**config.mk**
```make
export PLATFORM = sky130hd
export DESIGN_NAME = legv8_control_unit
export DESIGN_NICKNAME = d
export VERILOG_FILES = /design/src/rtl/legv8_control_unit.sv
export SDC_FILE = /design/constraint.sdc
export NUM_CORES = 1
export LEC_CHECK = 0
export ABC_AREA = 1
export CORE_MARGIN = 5
export CORE_UTILIZATION = 48
export DETAILED_ROUTE_END_ITERATION = 16
export PLACE_DENSITY_LB_ADDON = 0.15
export SLEW_MARGIN = 40
export SYNTH_ARGS = -nofsm -noshare
export SYNTH_HDL_FRONTEND = slang
export SYNTH_SLANG_ARGS = --single-unit
```
**constraint.sdc**
```tcl
create_clock -name clock -period 2.9 [get_ports clock]
set_input_delay 0.29 -clock clock [delete_from_list [all_inputs] [get_ports clock]]
set_output_delay 0.29 -clock clock [all_outputs]
set_load 0.02 [all_outputs]
```
**src/rtl/legv8_control_unit.sv**
```systemverilog
// Multicycle LEGv8 sequencer: fetch/decode/execute over the tri-state datapath,
// emitting the 40-bit ControlWord and the decoded immediate `constant`.
module legv8_control_unit #(
   parameter int unsigned CW_WIDTH   = 40,
   parameter int unsigned DATA_WIDTH = 64
) (
   input  logic                  clock,
   input  logic                  reset,
   input  logic [31:0]           IR_out,
   input  logic [4:0]            status,
   input  logic                  mem_ready,
   output logic [CW_WIDTH-1:0]   ControlWord,
   output logic [DATA_WIDTH-1:0] constant,
   output logic [2:0]            state,
   output logic                  halted
);

   typedef enum logic [2:0] {
      ST_FETCH  = 3'b000,
      ST_DECODE = 3'b001,
      ST_EXEC   = 3'b010,
      ST_MEM    = 3'b011,
      ST_BRANCH = 3'b100,
      ST_RST    = 3'b101,
      ST_HALT   = 3'b111
   } state_e;

   typedef struct packed {
      logic [5:0] rsvd;
      logic       addr_pc;
      logic [1:0] dsel;
      logic [1:0] ps;
      logic       pc_to_a;
      logic       bsel;
      logic       ir_load;
      logic       status_load;
      logic [4:0] fs;
      logic       c0;
      logic [1:0] msize;
      logic       mem_write;
      logic       reg_write;
      logic [4:0] da;
      logic [4:0] sa;
      logic [4:0] sb;
   } cw_t;

   localparam logic [10:0] OPC_ADD  = 11'b10001011000;
   localparam logic [10:0] OPC_SUB  = 11'b11001011000;
   localparam logic [10:0] OPC_AND  = 11'b10001010000;
   localparam logic [10:0] OPC_ORR  = 11'b10101010000;
   localparam logic [9:0]  OPC_ADDI = 10'b1001000100;
   localparam logic [9:0]  OPC_SUBI = 10'b1101000100;
   localparam logic [10:0] OPC_LDUR = 11'b11111000010;
   localparam logic [10:0] OPC_STUR = 11'b11111000000;
   localparam logic [5:0]  OPC_B    = 6'b000101;
   localparam logic [7:0]  OPC_CBZ  = 8'b10110100;
   localparam logic [7:0]  OPC_CBNZ = 8'b10110101;

   localparam logic [4:0]  FS_AND = 5'b00000;
   localparam logic [4:0]  FS_ORR = 5'b00100;
   localparam logic [4:0]  FS_ADD = 5'b01000;
   localparam logic [4:0]  FS_SUB = 5'b01001;

   state_e                state_q, state_d;
   logic [DATA_WIDTH-1:0] constant_q, constant_d;
   cw_t                   cw;

   logic [10:0] opc11;
   logic [9:0]  opc10;
   logic        is_r, is_i, is_ld, is_st, is_b, is_cbz, is_cbnz, is_cb, is_sub;
   logic [4:0]  fs_op;
   logic [4:0]  rd, rn, rm;
   logic        taken;
   logic        unused_status;

   assign opc11   = IR_out[31:21];
   assign opc10   = IR_out[31:22];
   assign is_r    = opc11 inside {OPC_ADD, OPC_SUB, OPC_AND, OPC_ORR};
   assign is_i    = opc10 inside {OPC_ADDI, OPC_SUBI};
   assign is_ld   = (opc11 == OPC_LDUR);
   assign is_st   = (opc11 == OPC_STUR);
   assign is_b    = (IR_out[31:26] == OPC_B);
   assign is_cbz  = (IR_out[31:24] == OPC_CBZ);
   assign is_cbnz = (IR_out[31:24] == OPC_CBNZ);
   assign is_cb   = is_cbz | is_cbnz;
   assign is_sub  = (opc11 == OPC_SUB) | (opc10 == OPC_SUBI);
   assign fs_op   = (opc11 == OPC_AND) ? FS_AND :
                    (opc11 == OPC_ORR) ? FS_ORR :
                    is_sub             ? FS_SUB : FS_ADD;
   assign rd      = IR_out[4:0];
   assign rn      = IR_out[9:5];
   assign rm      = IR_out[20:16];
   assign taken   = is_b | (is_cbz & status[0]) | (is_cbnz & ~status[0]);
   assign unused_status = ^status[4:1];

   always_ff @(posedge clock or negedge reset) begin
      if (!reset) begin
         state_q    <= ST_RST;
         constant_q <= '0;
      end else begin
         state_q    <= state_d;
         constant_q <= constant_d;
      end
   end

   always_comb begin
      state_d    = state_q;
      constant_d = constant_q;
      cw         = '0;
      case (state_q)
         ST_RST: state_d = ST_FETCH;
         ST_FETCH: begin
            cw.addr_pc = 1'b1;
            cw.dsel    = 2'b11;
            cw.msize   = 2'b11;
            if (mem_ready) begin
               cw.ir_load = 1'b1;
               cw.ps      = 2'b01;
               state_d    = ST_DECODE;
            end
         end
         ST_DECODE: begin
            // Branch offsets subtract 4 to undo the PC+4 already applied in FETCH.
            if (is_i)
               constant_d = {{(DATA_WIDTH-12){1'b0}}, IR_out[21:10]};
            else if (is_ld || is_st)
               constant_d = {{(DATA_WIDTH-9){IR_out[20]}}, IR_out[20:12]};
            else if (is_b)
               constant_d = {{(DATA_WIDTH-28){IR_out[25]}}, IR_out[25:0], 2'b00} - DATA_WIDTH'(4);
            else if (is_cb)
               constant_d = {{(DATA_WIDTH-21){IR_out[23]}}, IR_out[23:5], 2'b00} - DATA_WIDTH'(4);
            if (is_r || is_i || is_cb) state_d = ST_EXEC;
            else if (is_ld || is_st)   state_d = ST_MEM;
            else if (is_b)             state_d = ST_BRANCH;
            else                       state_d = ST_HALT;
         end
         ST_EXEC: begin
            state_d = ST_FETCH;
            if (is_cb) begin
               cw.sa          = rd;
               cw.sb          = 5'd31;
               cw.fs          = FS_ADD;
               cw.status_load = 1'b1;
               state_d        = ST_BRANCH;
            end else begin
               cw.da        = rd;
               cw.sa        = rn;
               cw.sb        = is_i ? 5'd0 : rm;
               cw.bsel      = is_i;
               cw.fs        = fs_op;
               cw.c0        = is_sub;
               cw.reg_write = 1'b1;
            end
         end
         ST_MEM: begin
            cw.sa    = rn;
            cw.bsel  = 1'b1;
            cw.fs    = FS_ADD;
            cw.msize = 2'b11;
            if (is_st) begin
               cw.sb        = rd;
               cw.dsel      = 2'b01;
               cw.mem_write = 1'b1;
            end else begin
               cw.da        = rd;
               cw.dsel      = 2'b11;
               cw.reg_write = mem_ready;
            end
            if (mem_ready) state_d = ST_FETCH;
         end
         ST_BRANCH: begin
            if (taken) begin
               cw.ps   = 2'b11;
               cw.bsel = 1'b1;
            end
            state_d = ST_FETCH;
         end
         ST_HALT: state_d = ST_HALT;
         default: state_d = ST_HALT;
      endcase
   end

   assign ControlWord = CW_WIDTH'(cw);
   assign constant    = constant_q;
   assign state       = state_q;
   assign halted      = (state_q == ST_HALT);

endmodule

```
# Word level (Yosys, flattened, before mapping)
# Cells that the tools add are included.
# classes
add_sub_neg	2
eq_ne	19
mux	40
bitwise_logic	7
reduce_logical	11
# op_table
op	n
64-bit two-way mux	4
11-bit equality test, second input constant	6
16-bit one-hot mux with 2 select lines	1
28-bit by 4-bit subtractor with 29-bit output, second input constant	1
21-bit by 4-bit subtractor with 22-bit output, second input constant	1
10-bit equality test, second input constant	2
8-bit equality test, second input constant	2
3-bit two-way mux	5
3-bit one-hot mux with 5 select lines	1
1-bit two-way mux	13
4-bit two-way mux	3
6-bit two-way mux	2
10-bit two-way mux	1
5-bit two-way mux	2
5-bit one-hot mux with 2 select lines	1
3-bit equality test, second input constant	3
2-bit two-way mux	4
2-bit one-hot mux with 2 select lines	2
4-bit nonzero test	2
3-bit by 2-bit equality test with 1-bit output, second input constant	2
6-bit by 3-bit equality test with 1-bit output, second input constant	1
2-bit != test, second input constant	2
1-bit bitwise OR	4
2-bit AND reduction	2
8 further kinds	12
# word_totals
ff_bits	67
input_bits	40
output_inout_bits	108

# Depth between registers and ports, before layout
# Gate-level depths: netlist of run 1.
# depth
word_depth	7
depth_mapped	13
mapped_depth_nobuf	13

# Worst setup path after synthesis of run 1
# No wires, ideal clock.
# synth_path
kind	reg-to-output
start	register state_q[1], in the netlist state[1]
end	output ControlWord[5]
arrival_ns	1.898
path_slack_ns	0.712
stages_incl_launch_ff	10
n_path_buf	1
path_cell_list	dfrtp_1 > inv_2 > nor2_1 > inv_2 > nor2_4 > inv_2 > nor2_1 > inv_1 > buf_2 > o22ai_1
# synth_via
elab_chain_len	2
elab_cells_between_ends	3
classes_between	eq/ne (2); mux (1)
# synth_lines
item	line	text
from (decl)	64	state_e state_q, state_d;
from (signal assigned)	101	state_q <= state_d;
3-bit by 2-bit equality test with 1-bit output	110	case (state_q)
16-bit one-hot mux with 2 select lines (*)	110	
to (decl)	12	output logic [CW_WIDTH-1:0] ControlWord,
# Mark *: on every way between the ends. The rest lies on a longest branch, timed or not.

# Worst setup path after layout of run 1
# layout_path
start	register state_q[0], in the netlist state[0]
end	output ControlWord[3]
# The elaborated chain is that of the path after synthesis.

==> flow_summary.yaml, run 1 <==
sta:
  fin_worst_skew_ns: 0.0234
  period_needed_ns: 2.72
  finalSetupViolCount: 0
  hold_violations: 0
  slew_viol_final: 0
  grt_setup_unrepaired: "false"
  max_freq_mhz: 368
  fin_ws_ns: 0.182
  min_period_over_period_pct: 93.7
  setup-tns-final_ns: 0
clock_tree:
  cts_root_buf: "clkbuf_8"
  htree_levels: 2
  cts_max_path_buffers: 2
  cts_buffers: 5
  hold_buffers: 0
  cts_tree: "yes"
  path_clk_slew_ns: 0.10
  cts.sinks: 32
  clk_latency_ns: 0.31
finish:
  area_growth_pct: 35.1
  nNetsFinal: 779
  final_util_pct: 65.5
  n_antenna_cell: 0
  design_area_um2: 4980
  drive_gt1_share_pct: 7.06
synthesis:
  seq_area_frac_synth_pct: 21.8
  syn_inst: 636
  ys_ff_latch: 32
  synth_warnings: 0
  synth_top_cell_by_area: "nand2_1"
  syn-cell-area_um2: 3690
  synth.avg_cell_area_um2: 5.80
  synth.distinct_cells: 37
  synth_top_cell_area_share_pct: 22.0
  yosys-top-cells-area: "nand2_1 (22%), dfrtp_1 (20%), nand3_1 (9.6%), buf_4 (9.4%), nor2_1 (7.8%)"
critical_path:
  critPathRequiredTime_ns: 2.61
  worst_ep_arrival_time_ns: 2.43
  cp-start-kind: "flip-flop"
  cp_max_fo: 5
  critPathCaptureType: "output pin"
  cp_slowest_cell: "clkdlybuf4s50_1"
  critical_path.max_stage_delay_ns: 0.66
  worstPathCellList: "inv_1 > nor2_2 > nand4_1 > o221ai_1 > clkdlybuf4s50_1"
  path_delay_family: "buffers and inverters"
  path_buf_inv: 2
  crit_type: "reg2out"
drt:
  viasPerCell: 5.43
  ant_nets: 0
  drt-total-wl_mm: 13.7
  vias: 4553
  drcViolationCount: 0
  drtIter0Drc: 369
  post_drt_wl_per_cell_um: 16.3
  drt-pass1-iter-count: 6
placed_design:
  place_area_um2: 4860
  port-buffer-count: 134
  gp_congestion: 0.995
  place_hpwl_mm: 10.8
  dp_slack_ns: 0.138
die:
  die-area_um2: 9530
  dieHeight_um: 97.6
  pin_count: 148
  coreArea_um2: 7610
  row_count: 32
  die_x_um: 97.6
  start_util_pct: 48.5
grt:
  grt_pass1_vias: 4311
  antenna_found_initial: 0
  grt_usage_pct: 27.9
  grt_busiest_layer: "met2"
  grtUsageMet1_pct: 35.1
  grt_start_max_net_pins: 38
  gr-total-overflow: 0
  use_met2_pct: 47.3
  grt_pass1_wl_mm: 21.8
  grt_use_met3_pct: 5.10
run_status:
  status: "finished clean"
min_path:
  hold_path_class: "in2async"
power:
  p_leak_nw: 2.42
  ir_drop_mv: 0.202
  powerDensity_nw_per_um2: 233
run:
  cap_violations: 0
## cells in the mapped netlist, drive strengths merged
cell type / instances
nand2: 220
nor2: 82
nand3: 73
inv: 64
buf: 60
o21ai: 31
dfrtp: 30
nand4: 17
a21oi: 12
nor3: 10
o22ai: 8
o211ai: 7
xor2: 5
ha: 3
and3: 2
clkbuf: 2
dfstp: 2
o221ai: 2
xnor2: 2
a31oi: 1
clkinv: 1
conb: 1
nor3b: 1
## repair_timing
item	4_1_cts	5_1_grt
endpoints found under the setup margin	0	15
resized for setup	0	4
buffers inserted	0	0
## metal layers
| layer | routed length, um | share of wire, % |
|---|---|---|
| met1 | 5790 | 42 |
| met2 | 6440 | 47 |
| met3 | 1010 | 7.4 |
| met4 | 434 | 3.2 |
| met5 | 0 | 0 |
## flip-flops by register name (all words and copies together) (netlist names)
register  cells
constant     29
state         3
## worst paths after layout
check                                    startpoint                        to  slack, ns  cells after the start
max                            state[0]$_DFFE_PN1P_            ControlWord[3]       0.18                      5
min                                           reset  constant[14]$_DFFE_PN0P_       0.37                      2
max reg2reg                    state[0]$_DFFE_PN1P_   constant[1]$_DFFE_PN0P_       1.16                      7
min reg2reg                constant[23]$_DFFE_PN0P_  constant[23]$_DFFE_PN0P_       0.48                      2
max in group asynchronous                     reset  constant[62]$_DFFE_PN0P_       2.18                      2
min in group clock         constant[23]$_DFFE_PN0P_  constant[23]$_DFFE_PN0P_       0.48                      2
## worst register-to-register path, cell delays in order (launching register included)
cell,delay [ns]
dfstp_2,0.60
inv_1,0.11
nor3_2,0.11
buf_4,0.20
nand2_4,0.15
buf_4,0.24
nor2_1,0.13
nor2_1,0.06
## logic make-up after synthesis
| group | count (synthesis) | share of synthesized area, % |
|---|---|---|
| and+or+nand+nor | 405 | 47.6 |
| buffers and inverters | 127 | 18.5 |
| AOI/OAI and AO/OA | 61 | 9.37 |
| DFF | 32 | 21.8 |
| xor gates and xnor gates | 7 | 1.66 |
| adders and majority gates | 3 | 1.02 |
| other | 1 | 0.102 |
## cell type report
type | count | area (um^2)
fillers | 722 | 2630
multi-input cells | 485 | 2240
repair buffers | 147 | 1450
flip-flops and latches | 32 | 806
inverters | 65 | 246
well taps | 102 | 128
clock buffers | 5 | 68.8
clock inverters | 3 | 42.5
## layout by cell type, fill, tap and decap left out, types with 2 or more instances in the layout
| cell type | count |
|---|---|
| a21oi_1 | 11 |
| and3_1 | 2 |
| buf_4 | 12 |
| clkbuf_8 | 5 |
| clkdlybuf4s50_1 | 133 |
| conb_1 | 9 |
| dfrtp_1 | 28 |
| dfrtp_2 | 2 |
| dfstp_2 | 2 |
| ha_1 | 3 |
| inv_1 | 55 |
| inv_2 | 8 |
| nand2_1 | 216 |
| nand2_2 | 3 |
| nand3_1 | 71 |
| nand3_2 | 2 |
| nand4_1 | 15 |
| nor2_1 | 75 |
| nor2_2 | 5 |
| nor2_4 | 2 |
| nor3_1 | 8 |
| nor3_2 | 2 |
| o211ai_1 | 7 |
| o21ai_0 | 29 |
| o21ai_1 | 2 |
| o221ai_1 | 2 |
| o22ai_1 | 8 |
| xnor2_1 | 2 |
| xor2_1 | 5 |
## report_power, final
| group | switching (mW) | internal [mW] |
|---|---|---|
| logic | 0.161 | 0.0887 |
| clock network | 0.212 | 0.255 |
| registers | 0 | 0.446 |
## per-stage QoR
stage          hold slack [ns]  std cells  power [mW]
6_report                 0.373        839        1.16
3_3_place_gp             0.464        831       0.696
2_1_floorplan         -0.00559        644       0.588
3_5_place_dp             0.464        831       0.697
4_1_cts                  0.399        839        1.16
5_1_grt                  0.417        839        1.22
Power figures use the tool's default switching activity.
==> inputs of run 2 (changes only) <==
Settings changed: CORE_ASPECT_RATIO from default to 1.5.
==> run 2 against run 1 <==
  * First-iteration DRC count rose by 16%
  * Die area rose by 0.38%
  * Sequential share of layout area fell by 0.20 points
  * Critical path depth grew 5
  * Register-to-register slack lost 0.16 ns
  * Clock power up 31%
  * Design area grew 1.3%
  * Combinational power up 2%
  * Setup slack worse by 0.044 ns
  * Core utilization is 1.2 points higher
  * Flip-flop and latch count stayed put
  * Fmax fell by 1.6%
==> flow_summary.yaml, run 2 (same netlist as run 1, synthesis figures left out) <==
power:
  p_total_mw: 1.31
  ir_drop_mv: 0.273
  comb_power_share_pct: 19.4
  p_seq_share_pct: 34.1
  sw_frac_of_total_pct: 28.1
  pwr-share-clk_pct: 46.5
  p_int_mw: 0.943
  p_leak_nw: 2.46
  powerDensity_nw_per_um2: 260
  p_sw_mw: 0.369
critical_path:
  cp_max_fo: 6
  worst_ep_arrival_time_ns: 2.47
  path_delay_family: "buffers and inverters"
  cp-start-kind: "primary input"
  crit_type: "in2out"
  critPathCaptureType: "output pin"
  worstPathCellList: "clkdlybuf4s50_1 > nor2_1 > nand2_1 > inv_1 > nand3_1 > nand2_1 > nand2_1 > inv_1 > nor2_1 > clkdlybuf4s50_1"
  path_buf_inv: 4
  path_common_cell: "nand2_1"
  critPathRequiredTime_ns: 2.61
  critical_path.max_stage_delay_ns: 0.64
  cp_slowest_cell: "clkdlybuf4s50_1"
die:
  die-area_um2: 9570
  row_count: 39
  start_util_pct: 48.8
  dieHeight_um: 117
  coreArea_um2: 7560
  pin_count: 148
  die_x_um: 81.6
sta:
  hold_violations: 0
  worst_pin_slew_ns: 0.551
  period_needed_ns: 2.76
  max_freq_mhz: 362
  setup-tns-final_ns: 0
  finalSetupViolCount: 0
  max_slew_margin_pct: 63.1
  grt_setup_unrepaired: "false"
  fin_worst_skew_ns: 0.00641
  slew_viol_final: 0
  min_period_over_period_pct: 95.2
  fin_ws_ns: 0.138
  hold_ws_ns: 0.397
finish:
  final_common_cell: "nand2_1"
  n_antenna_cell: 0
  area_growth_pct: 36.9
  drive_gt1_share_pct: 7.43
  largest_reg_flops: 29
  final_cell_mix: "nand2_1 (216), clkdlybuf4s50_1 (133), nor2_1 (76), nand3_1 (71), inv_1 (54)"
  nNetsFinal: 782
  n_fill_cell: 737
  design_area_um2: 5050
clock_tree:
  cts.sinks: 32
  clk_latency_ns: 0.29
  path_clk_slew_ns: 0.05
  cts_max_path_buffers: 2
  htree_levels: 2
  cts_root_buf: "clkbuf_16"
  cts_tree: "yes"
  cts_buffers: 5
drt:
  post_drt_wl_per_cell_um: 16.6
  drtIter0Drc: 427
  drt-total-wl_mm: 14.0
  vias: 4607
  ant_nets: 0
  viasPerCell: 5.47
  drcViolationCount: 0
  drt-pass1-iter-count: 8
placed_design:
  port-buffer-count: 134
  place_area_um2: 4870
  gp_congestion: 1.02
  place_hpwl_mm: 11.2
  dp_slack_ns: 0.144
grt:
  grt_usage_pct: 29.1
  grt_pass1_wl_mm: 21.7
  grt_start_max_net_pins: 38
  gr-total-overflow: 0
  grt_pass1_vias: 4447
  antenna_found_initial: 0
run_status:
  status: "finished clean"
min_path:
  hold_path_class: "in2async"
run:
  cap_violations: 0
run 2: final cells by class:
| type | count | area, um^2 | share of cell area (%) |
|---|---|---|---|
| well taps | 102 | 128 | 2.53 |
| flip-flops and latches | 32 | 806 | 16.0 |
| clock inverters | 3 | 42.5 | 0.843 |
| multi-input cells | 485 | 2230 | 44.3 |
| clock buffers | 5 | 125 | 2.48 |
| repair buffers | 150 | 1460 | 29.0 |
| inverters | 65 | 246 | 4.88 |
run 2: power groups by stage:
stage / clock network (mW) / logic (mW) / registers [mW]
final: 0.611 / 0.254 / 0.447
after global routing: 0.634 / 0.276 / 0.447
after CTS: 0.614 / 0.249 / 0.447
after detailed placement: 0 / 0.248 / 0.455
after global placement: 0 / 0.245 / 0.455
after floorplan: 0 / 0.133 / 0.455
run 2: stage by stage:
stage | instances | util [%]
6_report | 842 | 66.7
5_1_grt | 842 | 66.7
4_1_cts | 842 | 66.6
3_5_place_dp | 834 | 64.4
3_3_place_gp | 834 | 64.4
2_1_floorplan | 644 | -
run 2: what timing repair did:
item / in CTS / in global routing
gates resized for setup: 0 / 4
buffers inserted: 0 / 0
hold buffers: 0 / 0
setup endpoints to repair: 0 / 15
run 2: worst paths after layout:
| kind | start | end | slack (ns) | cells after the start |
|---|---|---|---|---|
| max | IR_out[21] | ControlWord[10] | 0.14 | 10 |
| min | reset | constant[2]$_DFFE_PN0P_ | 0.40 | 2 |
| max reg2reg | state[0]$_DFFE_PN1P_ | constant[62]$_DFFE_PN0P_ | 1.00 | 6 |
| min reg2reg | constant[23]$_DFFE_PN0P_ | constant[23]$_DFFE_PN0P_ | 0.48 | 2 |
| max in group asynchronous | reset | state[2]$_DFFE_PN1P_ | 2.16 | 2 |
| min in group clock | constant[23]$_DFFE_PN0P_ | constant[23]$_DFFE_PN0P_ | 0.48 | 2 |
run 2: per-layer routing:
layer	global-route usage, %	up-vias	wire, um
met5	0	-	0
met4	15.0	0	685
met3	3.99	51	1170
met2	51.6	283	7060
met1	32.3	2071	5080
li1	-	2202	-
==> inputs of run 3 (changes only) <==
Clock period 2.9 ns to 3.29 ns, I/O delays scaled along.
==> run 3 against run 2 <==
  * Power shrank 12%
  * Via count grew 1.1%
  * Clock skew grew 0.00088 ns
  * Sequential share of layout area grew 0.067 points
  * Global-route usage grew 0.53 points
  * Core utilization shrank 0.38 points
  * First-iteration DRC count shrank 16%
  * Sequential power shrank 12%
  * Clock power shrank 12%
  * Hold slack gained 0.065 ns
  * Design area shrank 0.57%
  * Cell count shrank 0.36%
==> flow_summary.yaml, run 3 (same netlist as run 1, synthesis figures left out) <==
sta:
  finalSetupViolCount: 0
  slew_viol_final: 0
  max_slew_margin_pct: 63.9
  fin_worst_skew_ns: 0.00729
  period_needed_ns: 2.99
  hold_ws_ns: 0.462
  max_freq_mhz: 335
  min_period_over_period_pct: 90.8
  hold_violations: 0
  grt_setup_unrepaired: "false"
  worst_pin_slew_ns: 0.538
  setup-tns-final_ns: 0
power:
  sw_frac_of_total_pct: 28.2
  pwr-share-clk_pct: 46.3
  ir_drop_mv: 0.293
  p_leak_nw: 2.43
  p_sw_mw: 0.325
  powerDensity_nw_per_um2: 230
  p_seq_share_pct: 34.1
  comb_power_share_pct: 19.5
  p_int_mw: 0.829
clock_tree:
  clk_latency_ns: 0.29
  post_cts.repair.setup_buffers: 0
  cts_tree: "yes"
  cts_root_buf: "clkbuf_16"
  cts_resized: 0
  htree_levels: 2
  cts_buffers: 5
  cts.sinks: 32
  hold_buffers: 0
  cts_max_path_buffers: 2
  path_clk_slew_ns: 0.05
die:
  dieHeight_um: 117
  row_count: 39
  pin_count: 148
  die-area_um2: 9570
  die_x_um: 81.6
  start_util_pct: 48.8
  coreArea_um2: 7560
drt:
  viasPerCell: 5.55
  vias: 4659
  drcViolationCount: 0
  drtIter0Drc: 359
  drt-pass1-iter-count: 7
  post_drt_wl_per_cell_um: 16.9
  drt-total-wl_mm: 14.2
  ant_nets: 0
run_status:
  status: "finished clean"
placed_design:
  port-buffer-count: 134
  dp_cells: 831
  gp_congestion: 1.05
  place_hpwl_mm: 11.6
grt:
  gr-total-overflow: 0
  grtUsageMet1_pct: 31.6
  antenna_found_initial: 0
  grt_pass1_vias: 4347
  grt_pass1_wl_mm: 21.9
  grt_start_max_net_pins: 38
  grt_use_met3_pct: 5.21
  use_met2_pct: 51.9
  grt_busiest_layer: "met2"
  grt_usage_pct: 29.6
finish:
  stdcell_count: 839
  final_cell_mix: "nand2_1 (216), clkdlybuf4s50_1 (134), nor2_1 (77), nand3_1 (71), inv_1 (55)"
  n_fill_cell: 707
  final_util_pct: 66.3
  largest_reg_flops: 29
  final_common_cell: "nand2_1"
  nNetsFinal: 779
  drive_gt1_share_pct: 6.65
  area_growth_pct: 36.1
  n_antenna_cell: 0
min_path:
  hold_path_class: "in2async"
critical_path:
  worst_ep_arrival_time_ns: 2.66
  rrSetupSlack_ns: 1.32
  critPathCaptureType: "output pin"
  cp-start-kind: "primary input"
  cp_max_fo: 5
  critPathRequiredTime_ns: 2.96
  r2r_end: "constant[22]$_DFFE_PN0P_"
  crit_path_end: "ControlWord[12]"
  r2r-start: "state[0]$_DFFE_PN1P_"
  crit_type: "in2out"
  r2r_cells: 6
  startpoint: "IR_out[30]"
run:
  cap_violations: 0
==> run 3: cell types whose count changed in the layout (fill, tap and decap cells not counted) <==
cell,delta
dfrtp_2,-1
inv_1,+1
inv_2,-1
buf_4,-3
dfrtp_1,+1
nor2_1,+1
dlymetal6s2s_1,-1
nor2_2,-1
clkdlybuf4s50_1,+1
==> run 3: area by class of cell <==
type	count	area [um^2]	share of cell area, %
clock buffer	5	125	2.49
sequential	32	805	16.0
timing repair buffer	147	1440	28.7
inverter	65	246	4.91
tap	102	128	2.54
clock inverter	3	42.5	0.848
multi-input combinational	485	2230	44.5
==> run 3: metal layers <==
layer / part of all wire [%] / routed length [um]
met3: 8.2 / 1160
met1: 35 / 5010
met5: 0 / 0
met4: 5.9 / 835
met2: 51 / 7190
==> run 3: worst min-delay path by stage <==
stage,to,cells after the start,slack (ns),start
floorplan,constant[0]$_DFFE_PN0P_,0,0.03,reset
global placement,constant[25]$_DFFE_PN0P_,2,0.46,constant[25]$_DFFE_PN0P_
detailed placement,constant[10]$_DFFE_PN0P_,2,0.46,constant[10]$_DFFE_PN0P_
CTS,constant[4]$_DFFE_PN0P_,2,0.48,reset
global route,constant[13]$_DFFE_PN0P_,2,0.49,constant[13]$_DFFE_PN0P_
finish,constant[4]$_DFFE_PN0P_,2,0.46,reset
==> run 3: power groups by stage <==
stage / Clock [mW] / Sequential [mW] / Combinational (mW)
global route: 0.551 / 0.394 / 0.245
CTS: 0.539 / 0.394 / 0.220
floorplan: 0 / 0.401 / 0.118
finish: 0.535 / 0.394 / 0.226
detailed placement: 0 / 0.401 / 0.219
global placement: 0 / 0.401 / 0.217
==> run 3: worst max-delay path, stage by stage <==
cell and delay [ns]:
clkdlybuf4s50_1 0.53, inv_1 0.07, nand2_1 0.08, inv_1 0.08, nand4_1 0.25, inv_1 0.07, nor2_1 0.19, inv_1 0.13
nand2_1 0.12, inv_1 0.09, nor2_1 0.09, clkdlybuf4s50_1 0.62
==> run 3: through the flow <==
| step | worst slack [ns] | cell area, um^2 | power, mW |
|---|---|---|---|
| after global routing | 0.109 | 5020 | 1.19 |
| after global placement | 0.330 | 4850 | 0.618 |
| after detailed placement | 0.292 | 4850 | 0.619 |
| after CTS | 0.277 | 5020 | 1.15 |
| final | 0.302 | 5020 | 1.15 |
| after floorplan | 1.06 | 3720 | 0.519 |
